--- src/rtl/cpu_stk_pkg.sv ---
// Shared decode types for cpu_stk: opcode/source enums, field positions and
// the instruction-word decoder.
package cpu_stk_pkg;
  typedef enum logic [2:0] {
    OP_NOP, OP_ALU, OP_ALU_WD, OP_ALU_AD, OP_JMP, OP_CALL, OP_RET, OP_HALT
  } op_e;

  typedef enum logic [1:0] {SX_ACC, SX_ADDR, SX_PC, SX_WDATA} srcx_e;

  localparam int F_IMM  = 0;
  localparam int F_FN   = 8;
  localparam int F_SRCX = 16;
  localparam int F_SRCY = 18;
  localparam int F_WR   = 19;
  localparam int F_RSEL = 20;
  localparam int F_COND = 24;
  localparam int F_OP   = 27;

  typedef struct packed {
    op_e        op;
    logic [2:0] cond;
    logic [1:0] rsel;
    logic       wr;
    logic       src_y;
    srcx_e      src_x;
    logic [7:0] fn;
    logic [7:0] imm;
  } inst_t;

  function automatic inst_t decode(input logic [31:0] i);
    inst_t d;
    d.op    = op_e'(i[F_OP +: 3]);
    d.cond  = i[F_COND +: 3];
    d.rsel  = i[F_RSEL +: 2];
    d.wr    = i[F_WR];
    d.src_y = i[F_SRCY];
    d.src_x = srcx_e'(i[F_SRCX +: 2]);
    d.fn    = i[F_FN +: 8];
    d.imm   = i[F_IMM +: 8];
    return d;
  endfunction
endpackage

--- src/rtl/alu.sv ---
// Function-coded ALU: optional zero/invert on each operand, add or AND,
// then optional shift-left, bit reversal and inversion of the result.
module alu #(
  parameter int MSB = 7
) (
  input  logic [MSB:0] x_i,
  input  logic [MSB:0] y_i,
  input  logic [7:0]   f_i,
  output logic [MSB:0] z_o
);
  logic [MSB:0] xa, ya, s, sh, rb;

  always_comb begin
    xa = f_i[1] ? '0 : x_i;
    xa = f_i[3] ? ~xa : xa;
    ya = f_i[0] ? '0 : y_i;
    ya = f_i[2] ? ~ya : ya;
    s  = f_i[4] ? xa + ya : xa & ya;
    sh = f_i[5] ? s << 1 : s;
    rb = '0;
    for (int k = 0; k <= MSB; k++) rb[k] = sh[MSB-k];
    z_o = f_i[6] ? rb : sh;
    z_o = f_i[7] ? ~z_o : z_o;
  end
endmodule

--- src/rtl/cpu_stk_call_stack.sv ---
// Return-address LIFO. Push when full and pop when empty are ignored; the
// core turns those cases into fault bits.
module call_stack #(
  parameter int PW     = 8,
  parameter int SDEPTH = 4
) (
  input  logic          clk,
  input  logic          rstn,
  input  logic          push_i,
  input  logic          pop_i,
  input  logic [PW-1:0] din_i,
  output logic [PW-1:0] top_o,
  output logic          full_o,
  output logic          empty_o
);
  localparam int SPW = $clog2(SDEPTH + 1);
  localparam int IW  = (SDEPTH > 1) ? $clog2(SDEPTH) : 1;

  logic [SDEPTH-1:0][PW-1:0] mem_q;
  logic [SPW-1:0]            sp_q;
  logic [IW-1:0]             wr_idx, top_idx;

  assign wr_idx  = IW'(sp_q);
  assign top_idx = IW'(sp_q - 1'b1);
  assign full_o  = (sp_q == SPW'(SDEPTH));
  assign empty_o = (sp_q == '0);
  assign top_o   = mem_q[top_idx];

  always_ff @(posedge clk or negedge rstn) begin
    if (!rstn) begin
      sp_q  <= '0;
      mem_q <= '0;
    end else if (push_i && !full_o) begin
      mem_q[wr_idx] <= din_i;
      sp_q          <= sp_q + 1'b1;
    end else if (pop_i && !empty_o) begin
      sp_q <= sp_q - 1'b1;
    end
  end
endmodule

--- src/rtl/cpu_stk.sv ---
// Single-cycle accumulator core with NREG accumulators, call/return stack,
// rdata stall handshake and sticky halt/fault status.
module cpu_stk
  import cpu_stk_pkg::*;
#(
  parameter int DW     = 8,
  parameter int AW     = 8,
  parameter int PW     = 8,
  parameter int NREG   = 4,
  parameter int SDEPTH = 4
) (
  input  logic          clk,
  input  logic          rstn,
  input  logic          setn,
  input  logic [31:0]   inst,
  output logic [PW-1:0] pc,
  input  logic [DW-1:0] rdata,
  input  logic          rvalid,
  output logic          write,
  output logic [DW-1:0] wdata,
  output logic [AW-1:0] addr,
  output logic          halted,
  output logic [1:0]    fault
);
  localparam int RIW = (NREG > 1) ? $clog2(NREG) : 1;

  logic [PW-1:0]            pc_q, pc_d, pc_adv, tgt, top;
  logic [DW-1:0]            wdata_q, wdata_d, x, y, nxt_z;
  logic [AW-1:0]            addr_q, addr_d;
  logic [NREG-1:0][DW-1:0]  acc_q, acc_d;
  logic                     halted_q, halted_d;
  logic [1:0]               fault_q, fault_d;
  logic [RIW-1:0]           ridx;
  logic                     eq, lt, gt, take, commit, full, empty, push, pop;
  logic                     unused_bits;
  inst_t                    d;

  assign d           = decode(inst);
  assign unused_bits = ^{inst[31:30], inst[23:22]};
  assign ridx        = RIW'(32'(d.rsel) % NREG);

  always_comb begin
    case (d.src_x)
      SX_ACC:  x = acc_q[ridx];
      SX_ADDR: x = DW'(addr_q);
      SX_PC:   x = DW'(pc_q);
      default: x = wdata_q;
    endcase
  end
  assign y = d.src_y ? rdata : DW'($signed(d.imm));

  alu #(.MSB(DW-1)) u_alu (.x_i(x), .y_i(y), .f_i(d.fn), .z_o(nxt_z));

  assign eq     = (nxt_z == '0);
  assign lt     = nxt_z[DW-1];
  assign gt     = !eq && !lt;
  assign take   = |(d.cond & {gt, lt, eq});
  assign commit = setn && !halted_q && !(d.src_y && !rvalid);
  assign write  = rstn && d.wr && commit;
  assign pc_adv = (&pc_q) ? pc_q : pc_q + 1'b1;
  assign tgt    = PW'(nxt_z);
  assign push   = commit && (d.op == OP_CALL) && take && !full;
  assign pop    = commit && (d.op == OP_RET) && !empty;

  // Pushed return address is the saturated advance, so a CALL at the top of
  // the program space returns to itself.
  call_stack #(.PW(PW), .SDEPTH(SDEPTH)) u_stk (
    .clk(clk), .rstn(rstn), .push_i(push), .pop_i(pop), .din_i(pc_adv),
    .top_o(top), .full_o(full), .empty_o(empty)
  );

  always_comb begin
    pc_d     = pc_q;
    wdata_d  = wdata_q;
    addr_d   = addr_q;
    acc_d    = acc_q;
    halted_d = halted_q;
    fault_d  = fault_q;
    if (commit) begin
      pc_d = pc_adv;
      case (d.op)
        OP_ALU:    acc_d[ridx] = nxt_z;
        OP_ALU_WD: begin acc_d[ridx] = nxt_z; wdata_d = nxt_z; end
        OP_ALU_AD: begin acc_d[ridx] = nxt_z; addr_d = AW'(nxt_z); end
        OP_JMP:    if (take) pc_d = tgt;
        OP_CALL:   if (take) begin
                     if (full) fault_d[0] = 1'b1;
                     else      pc_d = tgt;
                   end
        OP_RET:    if (empty) fault_d[1] = 1'b1;
                   else       pc_d = top;
        OP_HALT:   begin halted_d = 1'b1; pc_d = pc_q; end
        default:   ;
      endcase
    end
  end

  always_ff @(posedge clk or negedge rstn) begin
    if (!rstn) begin
      pc_q     <= '0;
      wdata_q  <= '0;
      addr_q   <= '0;
      acc_q    <= '0;
      halted_q <= 1'b0;
      fault_q  <= '0;
    end else begin
      pc_q     <= pc_d;
      wdata_q  <= wdata_d;
      addr_q   <= addr_d;
      acc_q    <= acc_d;
      halted_q <= halted_d;
      fault_q  <= fault_d;
    end
  end

  assign pc     = pc_q;
  assign wdata  = wdata_q;
  assign addr   = addr_q;
  assign halted = halted_q;
  assign fault  = fault_q;
endmodule
--- config.mk ---
export PLATFORM = sky130hd
export DESIGN_NAME = cpu_stk
export DESIGN_NICKNAME = d
export VERILOG_FILES = /design/src/rtl/cpu_stk_pkg.sv /design/src/rtl/alu.sv /design/src/rtl/cpu_stk_call_stack.sv /design/src/rtl/cpu_stk.sv
export SDC_FILE = /design/constraint.sdc
export NUM_CORES = 1
export LEC_CHECK = 0
export CAP_MARGIN = 10
export CORE_ASPECT_RATIO = 1.5
export CORE_MARGIN = 2
export CORE_UTILIZATION = 30
export DETAILED_ROUTE_END_ITERATION = 8
export PLACE_DENSITY = 0.51
export SLEW_MARGIN = 25
export SYNTH_ARGS = -nofsm -noshare
export SYNTH_HDL_FRONTEND = slang
export SYNTH_SLANG_ARGS = --single-unit
export TNS_END_PERCENT = 50
--- constraint.sdc ---
create_clock -name clk -period 5.2 [get_ports clk]
set_clock_uncertainty 0.05 [all_clocks]
set_input_delay 1.04 -clock clk [delete_from_list [all_inputs] [get_ports clk]]
set_output_delay 1.04 -clock clk [all_outputs]
set_load 0.02 [all_outputs]
==> results.sh, run 1 <==
export IMPL_status="finished, violations left"
export IMPL_violations="negative setup slack"
export IMPL_antenna_found_initial=0
export IMPL_synth_xor_area_share_pct=4.592
export IMPL_die_area_um2=22180
export IMPL_path_class="input pin to flip-flop"
export IMPL_ys_types=65
export IMPL_syn_area_per_cell_um2=10.74
export IMPL_use_met2_pct=32.58
export IMPL_crit_arrival_ns=5.43
export IMPL_endpoint_kind="flip-flop"
export IMPL_seq_area_frac_synth_pct=37.38
export IMPL_synthArstFlopShare_pct=100.0
export IMPL_synth_nets=645
export IMPL_worst_pin_slew_ns=0.9582
export IMPL_grt_busiest_layer="met2"
export IMPL_synth_area_mux_share_pct=24.91
export IMPL_ctsHoldBuffers=0
export IMPL_grt_max_degree=73
export IMPL_grt_pass1_wl_um=30540
export IMPL_rsz0062_at_grt="yes"
export IMPL_drtIter0Drc=251
export IMPL_timing_fmax_mhz=190.5
export IMPL_met3_usage_pct=3.015
export IMPL_tns_ns=-0.4914
export IMPL_ctsHtreeMaxLevel=3
export IMPL_grt_use_met1_pct=20.29
export IMPL_synth_compound_area_share_pct=12.47
export IMPL_antenna_cells=0
export IMPL_num_io_pins=72
export IMPL_yosys_area_share_simple_pct=14.43
export IMPL_finalCriticalPeriod_ns=5.249
export IMPL_register_area_um2=2352
export IMPL_grt_ovfl_total=0
export IMPL_drive_gt1_share_pct=32.73
export IMPL_finalHoldViolCount=0
export IMPL_synth_area_um2=6294
export IMPL_fp_dieW_um=122.3
export IMPL_cts_buffer_depth=2
export IMPL_port_buffers=67
export IMPL_fin_util_pct=40.53
export IMPL_max_slew_margin_pct=35.88
export IMPL_ys_warn_count=0
export IMPL_routedWlPerCell_um=19.41
export IMPL_synth_edf_count=0
export IMPL_ir_drop_v=0.0001969
export IMPL_root_buffer="clkbuf_16"
export IMPL_cts_tree="built"
export IMPL_leakage_nw=3.648
export IMPL_ant_nets=0
export IMPL_vias=5134
export IMPL_synthFlopType="dfrtp_1"
export IMPL_synth_top_area_share_pct=37.38
export IMPL_totalWireLength_um=19070
export IMPL_die_y_um=181.4
export IMPL_rows=64
export IMPL_finalWorstSetupSlack_ns=-0.04876
export IMPL_grt_pass1_vias=5505
export IMPL_crit_fanout=9
export IMPL_postSynthCellCount=586
export IMPL_synthToLayoutAreaGrowth_pct=32.03
export IMPL_crit_path_frequent_cell="mux4_2"
export IMPL_yosys_area_top_type="dfrtp_1"
export IMPL_initial_utilization_pct=30.70
export IMPL_cp_cell_sequence="buf_8 > mux4_2 > mux4_2 > nand2b_1 > xnor2_1 > ha_2 > inv_2 > fa_2 > inv_2 > mux4_2 > nor2_1 > nand2_1 > a211o_1 > a311oi_2 > o221ai_4 > buf_12 > buf_6 > a32o_1 > a211o_1"
export IMPL_setup_viol_count_final=26
export IMPL_core_area_um2=20500
export IMPL_cp_slowest_cell="fa_2"
export IMPL_critPathMaxStageDelay_ns=0.54
export IMPL_worst_skew_pair_late_latency_ns=0.35
export IMPL_worstSetupStartpointType="input pin"
export IMPL_maxSlewViolCount=0
export IMPL_synth_adder_area_share_pct=3.101
export IMPL_r2r_setup_slack_ns=0.35
export IMPL_synth_area_top_cells="dfrtp_1 37%, mux2_2 9.8%, mux4_2 8.9%"
export IMPL_clk_pin_slew_worst_paths_ns=0.07
export IMPL_critPathRequiredTime_ns=5.38
export IMPL_ys_ff_latch=94
export IMPL_drc=0
export IMPL_multi_input_area_um2=3930
export IMPL_synth_top_family_by_area="multiplexers"
export IMPL_final_nets=772
export IMPL_fillers=2028
export IMPL_place_ws_ns=-1.141
export IMPL_clock_sinks=94
export IMPL_gp_congestion=0.8511
export IMPL_cts_buffers=9
export IMPL_maxCapViolCount=0
export IMPL_pwr_density_cell_nw_per_um2=484.2
export IMPL_gr_usage_all_layers_pct=17.65
export IMPL_dr_pass1_iters=5
export IMPL_finalCritPeriodShare_pct=100.9
export IMPL_drt_vias_per_instance=5.228
export IMPL_dp_hpwl_um=14760
export IMPL_hp_class="flip-flop to flip-flop"
-- metal layers --
metal  share of wire [%]  vias up  wire length (µm)
li1                    -     2428                 -
met1                  40     2573              7535
met2                  54      111             10350
met3                 3.9       22               743
met4                 2.3        0               436
met5                   0        -                 0
-- power breakdown --
part / switching (W) / internal (W) / leakage, nW
Sequential: 0.000226 / 0.000970 / 1.20
Combinational: 0.00111 / 0.00104 / 2.29
Clock: 0.000337 / 0.000346 / 0.152
Total: 0.00167 / 0.00235 / 3.65
-- stage by stage --
stage                     area [µm²]  std cells  hold WS, ns  power [W]
final                           8309        982       0.4352   0.004023
after floorplan                 6365        586       0.3948   0.002417
after CTS                       8240        980       0.4398   0.004030
after global routing            8309        982       0.4653   0.004279
after detailed placement        7789        962       0.4184   0.003273
after global placement          7789        962       0.4115   0.003230
-- synthesized netlist by cell type (3+ instances only) --
cell and number:
nand2b_1 16, a211oi_1 5, mux2_1 20, clkbuf_1 18
o211ai_1 3, and3_1 8, buf_1 7, inv_1 13
a211o_1 4, mux2i_1 16, nand2_1 48, a221oi_1 4
dfrtp_1 94, mux2_2 55, buf_2 4, buf_6 3
xnor2_1 16, nand4_1 8, xor2_1 17, o22ai_1 4
nor3_1 5, o221ai_1 5, ha_1 14, o22a_1 4
a31oi_1 7, a21oi_1 25, and2_1 4, nand3_1 14
nor2b_1 9, nor2_1 49, mux4_2 25, nand4_4 3
o21ai_0 19
-- sequential cells by signal, summed over array words and instances (netlist names) --
name and count:
acc_q 32, halted 1, pc 8, fault 2, u_stk.mem_q 32, addr 8, wdata 8, u_stk.sp_q 3
-- what timing repair did --
action / CTS / global route
cloned: 0 / 0
endpoints found under the hold margin: 0 / 0
buffers inserted: 2 / 2
endpoints found under the setup margin: 84 / 43
resized for setup: 31 / 10
pin swaps: 10 / 3
-- worst max-delay path, delay by kind of cell --
family | cells | cell delay (ns)
AO/OA/AOI/OAI | 5 | 1.31
XOR/XNOR | 1 | 0.12
adder cells (fa/ha/maj) | 2 | 0.75
buffers and inverters | 5 | 0.46
multiplexers | 3 | 1.46
AND/OR/NAND/NOR | 3 | 0.27
-- final timing paths --
check | start | endpoint | cells past startpoint
min in group asynchronous | rstn | u_stk.mem_q[8]$_DFFE_PN0P_ | 1
max in group asynchronous | rstn | acc_q[1]$_DFFE_PN0P_ | 2
worst max register to register | acc_q[16]$_DFFE_PN0P_ | pc[0]$_DFFE_PN0P_ | 18
worst min-delay path | fault[0]$_DFFE_PN0P_ | fault[0]$_DFFE_PN0P_ | 1
worst min register to register | fault[0]$_DFFE_PN0P_ | fault[0]$_DFFE_PN0P_ | 1
worst max-delay path | inst[20] | pc[0]$_DFFE_PN0P_ | 19
-- logic make-up after synthesis --
group,after synthesis
AND/OR/NAND/NOR,175
multiplexers,116
AO/OA/AOI/OAI,108
flip-flops,94
buffers and inverters,45
XOR/XNOR,33
adder cells (fa/ha/maj),15
-- final cells by class --
| cell class | instances | area share, % |
|---|---|---|
| Timing Repair Buffer | 148 | 16.02 |
| Multi-Input combinational cell | 447 | 47.30 |
| Clock buffer | 9 | 2.710 |
| Tap cell | 264 | 3.975 |
| Sequential cell | 94 | 28.31 |
| Clock inverter | 7 | 1.099 |
| Inverter | 13 | 0.5873 |
-- cells in the final DEF, fill, tap and decap left out, types with 5 or more instances in the layout --
cell type        count
clkbuf_16            9
ha_1                12
clkdlybuf4s50_1     63
o21ai_0             18
buf_4               75
and3_1               8
xnor2_1             15
nand4_1              8
nor2_1              49
mux2i_1             16
nand2b_1            15
xor2_1              16
nand3_1             14
dfrtp_1             94
nor2b_1              9
o221ai_1             5
a21oi_1             24
mux2_2              55
inv_1               11
nor3_1               5
mux2_4              20
nand2_1             48
mux4_2              25
(Power assumes the default switching activity.)
==> inputs of run 2 (changes only) <==
--- a/config.mk
+++ b/config.mk
@@ -7,9 +7,9 @@
 export LEC_CHECK = 0
 export CAP_MARGIN = 10
 export CORE_ASPECT_RATIO = 1.5
-export CORE_MARGIN = 2
 export CORE_UTILIZATION = 30
 export DETAILED_ROUTE_END_ITERATION = 8
+export GPL_TIMING_DRIVEN = 0
 export PLACE_DENSITY = 0.51
 export SLEW_MARGIN = 25
 export SYNTH_ARGS = -nofsm -noshare
==> run 2 against run 1 <==
The flow still finishes with violations (negative setup slack). Sequential power about the same. Utilization shrank 1.8 points. Critical path depth grew 7. Die area shrank 2.7%. Hold slack improved by 0.011 ns. Register-to-register slack worse by 0.07 ns. Fmax shrank 3.4%. Global-route usage grew 0.30 points. First-iteration DRC count up 19%. Combinational power fell by 6%. Critical endpoint is now u_stk.mem_q[2]$_DFFE_PN0P_. Largest power group unchanged.
==> results.sh, run 2 (same netlist as run 1, synthesis figures left out) <==
export IMPL_switching_share_pct=41.91
export IMPL_maxSlewViolCount=0
export IMPL_tns_ns=-7.084
export IMPL_drt_vias_per_instance=5.313
export IMPL_worstSetupStartpointType="input pin"
export IMPL_clock_sinks=94
export IMPL_drive_gt1_share_pct=27.86
export IMPL_initial_utilization_pct=30.70
export IMPL_finalCritPeriodShare_pct=104.5
export IMPL_fp_dieW_um=120.3
export IMPL_antenna_found_initial=0
export IMPL_die_area_um2=21570
export IMPL_drtIter0Drc=298
export IMPL_pwr_density_cell_nw_per_um2=486.5
export IMPL_grt_ovfl_total=0
export IMPL_leakage_nw=3.398
export IMPL_ir_drop_v=0.0001998
export IMPL_core_area_um2=20500
export IMPL_routedWlPerCell_um=19.50
export IMPL_cts_buffers=9
export IMPL_synthToLayoutAreaGrowth_pct=26.32
export IMPL_dp_hpwl_um=14150
export IMPL_vias=5026
export IMPL_endpoint_kind="flip-flop"
export IMPL_clock_power_share_pct=17.3
export IMPL_hp_class="flip-flop to flip-flop"
export IMPL_path_class="input pin to flip-flop"
export IMPL_finalHoldViolCount=0
export IMPL_max_slew_margin_pct=33.81
export IMPL_switching_power_w=0.001621
export IMPL_cts_tree="built"
export IMPL_maxCapViolCount=0
export IMPL_rsz0062_at_grt="yes"
export IMPL_placed_area_um2=7317
export IMPL_ctsHtreeMaxLevel=3
export IMPL_gp_congestion=0.8257
export IMPL_finalCriticalPeriod_ns=5.432
export IMPL_num_io_pins=72
export IMPL_crit_fanout=8
export IMPL_clk_pin_slew_worst_paths_ns=0.08
export IMPL_port_buffers=58
export IMPL_timing_fmax_mhz=184.1
export IMPL_violations="negative setup slack"
export IMPL_root_buffer="clkbuf_16"
export IMPL_reg_top3="acc_q: 32 flops, u_stk.mem_q: 32 flops"
export IMPL_grt_pass1_vias=5362
export IMPL_fin_area_um2=7950
export IMPL_grt_pass1_wl_um=29610
export IMPL_p_seq_share_pct=30.8
export IMPL_worst_pin_slew_ns=0.9891
export IMPL_status="finished, violations left"
export IMPL_crit_arrival_ns=5.62
export IMPL_setup_viol_count_final=42
export IMPL_final_cell_mix="94 x dfrtp_1, 55 x mux2_2, 55 x clkdlybuf4s50_1"
export IMPL_final_nets=736
export IMPL_die_y_um=179.4
export IMPL_critPathRequiredTime_ns=5.39
export IMPL_drc=0
export IMPL_internal_power_w=0.002247
export IMPL_ant_nets=0
export IMPL_gr_usage_all_layers_pct=17.95
export IMPL_mostFrequentLayoutCell="dfrtp_1"
export IMPL_rows=64
export IMPL_pwr_share_comb_pct=52.0
export IMPL_cts_buffer_depth=2
export IMPL_dr_pass1_iters=4
export IMPL_ctsHoldBuffers=0
export IMPL_grt_max_degree=74
export IMPL_worst_skew_pair_late_latency_ns=0.35
export IMPL_finalWorstSetupSlack_ns=-0.2318
export IMPL_antenna_cells=0
export IMPL_totalWireLength_um=18450
[run 2: cell types whose count changed in the layout (fill, tap and decap cells not counted), sizes merged, moves of 2 or more]
cell / delta
clkdlybuf4s50: -8
clkinv: -2
clkbuf: +17
buf: -45
[run 2: area by class of cell]
cell class                 count  area, µm²
fill                        2067      12550
tap                          264      330.3
multi-input combinational    447       3936
clock buffer                   9      225.2
timing repair buffer          81      813.3
buffer                        31      163.9
inverter                      13      48.80
sequential                    94       2352
clock inverter                 7      80.08
[run 2: path summary, 6_finish.rpt]
| kind | from | endpoint | slack (ns) | cells past startpoint |
|---|---|---|---|---|
| max | inst[20] | u_stk.mem_q[2]$_DFFE_PN0P_ | -0.23 | 26 |
| min in group asynchronous | rstn | u_stk.mem_q[19]$_DFFE_PN0P_ | 0.49 | 1 |
| max reg2reg | acc_q[24]$_DFFE_PN0P_ | u_stk.mem_q[2]$_DFFE_PN0P_ | 0.28 | 24 |
| min | acc_q[29]$_DFFE_PN0P_ | acc_q[29]$_DFFE_PN0P_ | 0.45 | 2 |
| min reg2reg | acc_q[29]$_DFFE_PN0P_ | acc_q[29]$_DFFE_PN0P_ | 0.45 | 2 |
| max in group asynchronous | rstn | acc_q[17]$_DFFE_PN0P_ | 3.97 | 2 |
[run 2: worst max-delay path: stages]
cell and delay (ns):
buf_8 0.09, buf_12 0.10, mux4_2 0.50, mux4_2 0.47, nand2b_1 0.12, xnor2_2 0.12, ha_2 0.21, inv_2 0.05
buf_4 0.12, buf_4 0.12, buf_4 0.12, buf_4 0.12, buf_4 0.12, buf_4 0.12, buf_4 0.12, buf_4 0.12
buf_4 0.12, a21oi_1 0.13, o22a_1 0.20, o311ai_4 0.17, xnor2_1 0.34, o221ai_4 0.17, buf_12 0.17, buf_12 0.13
nand3_4 0.16, mux2_2 0.36
[run 2: power groups by stage]
stage | logic [W] | clock network, W | registers, W
2_1_floorplan | 0.00119 | 0 | 0.00122
3_3_place_gp | 0.00184 | 0 | 0.00119
3_5_place_dp | 0.00187 | 0 | 0.00121
4_1_cts | 0.00201 | 0.000686 | 0.00119
5_1_grt | 0.00219 | 0.000714 | 0.00123
6_report | 0.00201 | 0.000667 | 0.00119
[run 2: per-stage QoR]
stage               total power, W  hold slack, ns  cells  utilization, %  worst slack (ns)
floorplan                 0.002417          0.3948    586               -           -0.3616
CTS                       0.003892          0.4479    946           38.63           -0.2401
global route              0.004129          0.4619    946           38.78           -0.3750
finish                    0.003868          0.4463    946           38.78           -0.2318
detailed placement        0.003081          0.4290    910           35.69            -1.674
global placement          0.003025          0.4113    908           35.49            -1.575
[run 2: layer usage]
| metal | GRT usage [%] | share of wire, % |
|---|---|---|
| met3 | 2.057 | 3.6 |
| met2 | 33.07 | 52 |
| met4 | 7.973 | 3.4 |
| met5 | 0 | 0 |
| met1 | 20.80 | 41 |
[run 2: timing repair]
action / in CTS / in global routing
gates resized for setup: 38 / 8
pin swaps: 11 / 3
buffers inserted: 20 / 1
setup endpoints to repair: 92 / 56
==> inputs of run 3 (changes only) <==
--- a/config.mk
+++ b/config.mk
@@ -11,6 +11,7 @@
 export DETAILED_ROUTE_END_ITERATION = 8
 export GPL_TIMING_DRIVEN = 0
 export PLACE_DENSITY = 0.51
+export SKIP_CTS_REPAIR_TIMING = 1
 export SLEW_MARGIN = 25
 export SYNTH_ARGS = -nofsm -noshare
 export SYNTH_HDL_FRONTEND = slang
==> run 3 against run 2 <==
Wire length up 0.33%. Cell count down 0.11%. Combinational power is essentially flat. Critical path type unchanged. Critical endpoint is now pc[0]$_DFFE_PN0P_. The run still ends with negative setup slack left. Clock power about the same. Setup slack got worse by 0.13 ns. Highest routed layer unchanged.
==> results.sh, run 3 (same netlist as run 1, synthesis figures left out) <==
export IMPL_gr_usage_all_layers_pct=17.45
export IMPL_grt_pass1_wl_um=28790
export IMPL_hp_class="flip-flop to flip-flop"
export IMPL_die_y_um=179.4
export IMPL_dp_cells=910
export IMPL_wl_met3_um=688
export IMPL_status="finished, violations left"
export IMPL_vias=5015
export IMPL_wl_met1_um=7420
export IMPL_path_class="input pin to flip-flop"
export IMPL_finalWorstSetupSlack_ns=-0.3592
export IMPL_synthToLayoutAreaGrowth_pct=25.96
export IMPL_routedWlPerCell_um=19.59
export IMPL_maxSlewViolCount=0
export IMPL_ctsHtreeMaxLevel=3
export IMPL_die_area_um2=21570
export IMPL_wl_met2_um=9925
export IMPL_finalCritPeriodShare_pct=106.9
export IMPL_critPathRequiredTime_ns=5.38
export IMPL_crit_arrival_ns=5.74
export IMPL_gp_congestion=0.8257
export IMPL_placed_area_um2=7317
export IMPL_crit_fanout=5
export IMPL_totalWireLength_um=18510
export IMPL_final_nets=735
export IMPL_max_slew_margin_pct=37.49
export IMPL_mostFrequentLayoutCell="dfrtp_1"
export IMPL_antenna_cells=0
export IMPL_maxCapViolCount=0
export IMPL_root_buffer="clkbuf_16"
export IMPL_setup_viol_count_final=44
export IMPL_worstSetupStartpointType="input pin"
export IMPL_rows=64
export IMPL_rsz0062_at_grt="yes"
export IMPL_place_ws_ns=-1.674
export IMPL_grt_pass1_vias=5207
export IMPL_num_io_pins=72
export IMPL_pwr_density_cell_nw_per_um2=483.4
export IMPL_finalHoldViolCount=0
export IMPL_multi_input_area_um2=3920
export IMPL_cts_buffer_depth=2
export IMPL_antenna_found_initial=0
export IMPL_fillers=2076
export IMPL_tns_ns=-12.00
export IMPL_violations="negative setup slack"
export IMPL_top_layer="met4"
export IMPL_dr_pass1_iters=4
export IMPL_worst_pin_slew_ns=0.9342
export IMPL_grt_max_degree=74
export IMPL_stdcell_count=945
export IMPL_drive_gt1_share_pct=27.02
export IMPL_cts_buffers=9
export IMPL_register_area_um2=2352
export IMPL_final_cell_mix="94 x dfrtp_1, 55 x mux2_2, 55 x clkdlybuf4s50_1"
export IMPL_drc=0
export IMPL_clk_pin_slew_worst_paths_ns=0.07
export IMPL_drtIter0Drc=314
export IMPL_endpoint_kind="flip-flop"
export IMPL_initial_utilization_pct=30.70
export IMPL_core_area_um2=20500
export IMPL_grt_ovfl_total=0
export IMPL_worst_skew_pair_late_latency_ns=0.35
export IMPL_fin_area_um2=7928
export IMPL_p_total_w=0.003832
export IMPL_clock_sinks=94
export IMPL_leakage_nw=3.397
export IMPL_port_buffers=58
export IMPL_timing_fmax_mhz=179.9
export IMPL_dp_hpwl_um=14150
export IMPL_fp_dieW_um=120.3
export IMPL_reg_top3="acc_q: 32 flops, u_stk.mem_q: 32 flops"
export IMPL_finalCriticalPeriod_ns=5.559
export IMPL_ant_nets=0
export IMPL_cts_tree="built"
export IMPL_ir_drop_v=0.0001992
export IMPL_drt_vias_per_instance=5.307
## run 3: cell types whose count changed in the layout (fill, tap and decap cells not counted), moves of 2 or more
cell      delta
xor2_1       -2
o221ai_1     +4
o221ai_2     -4
buf_4        -2
xor2_2       +2
## run 3: worst paths after layout
check	depth (start not counted)	from	to	slack, ns
hold / removal	2	acc_q[31]$_DFFE_PN0P_	acc_q[31]$_DFFE_PN0P_	0.44
setup / recovery	20	inst[20]	pc[0]$_DFFE_PN0P_	-0.36
min in group asynchronous	1	rstn	u_stk.mem_q[7]$_DFFE_PN0P_	0.49
hold reg to reg	2	acc_q[31]$_DFFE_PN0P_	acc_q[31]$_DFFE_PN0P_	0.44
max in group asynchronous	2	rstn	acc_q[17]$_DFFE_PN0P_	3.97
setup reg to reg	18	acc_q[24]$_DFFE_PN0P_	pc[0]$_DFFE_PN0P_	0.15
## run 3: power by group
part           internal (W)  leakage, nW  switching [W]  total (W)
sequential         0.000970         1.20       0.000218    0.00119
combinational      0.000912         2.05        0.00106    0.00198
clock              0.000342        0.146       0.000325   0.000667
## run 3: final cells by class
cell class	count	share of cell area (%)
multi-input cells	447	49.45
flip-flops and latches	94	29.67
repair buffers	79	10.07
well taps	264	4.167
clock buffers	9	2.841
plain buffers	32	2.178
clock inverters	7	1.010
inverters	13	0.6155
## run 3: metrics by stage
step	hold slack, ns	util, %
after global routing	0.4619	38.67
after floorplan	0.3948	-
after detailed placement	0.4290	35.69
after CTS	0.4461	37.18
after global placement	0.4113	35.49
final	0.4447	38.67
## run 3: layer usage
layer	track usage, %	up-vias
li1	-	2351
met1	20.04	2498
met2	32.54	136
met3	2.089	30
met4	7.202	0
met5	0	-
## run 3: worst max-delay path: stages
cell	delay, ns
buf_8	0.08
buf_12	0.10
mux4_2	0.51
mux4_2	0.47
nand2b_1	0.12
xnor2_2	0.12
ha_2	0.24
inv_2	0.06
fa_2	0.41
nand2b_4	0.17
a211o_1	0.32
a31oi_1	0.22
o21ai_2	0.13
o311a_1	0.39
a311oi_4	0.31
o221ai_4	0.16
buf_4	0.18
clkbuf_16	0.15
a32o_1	0.26
a211o_1	0.30
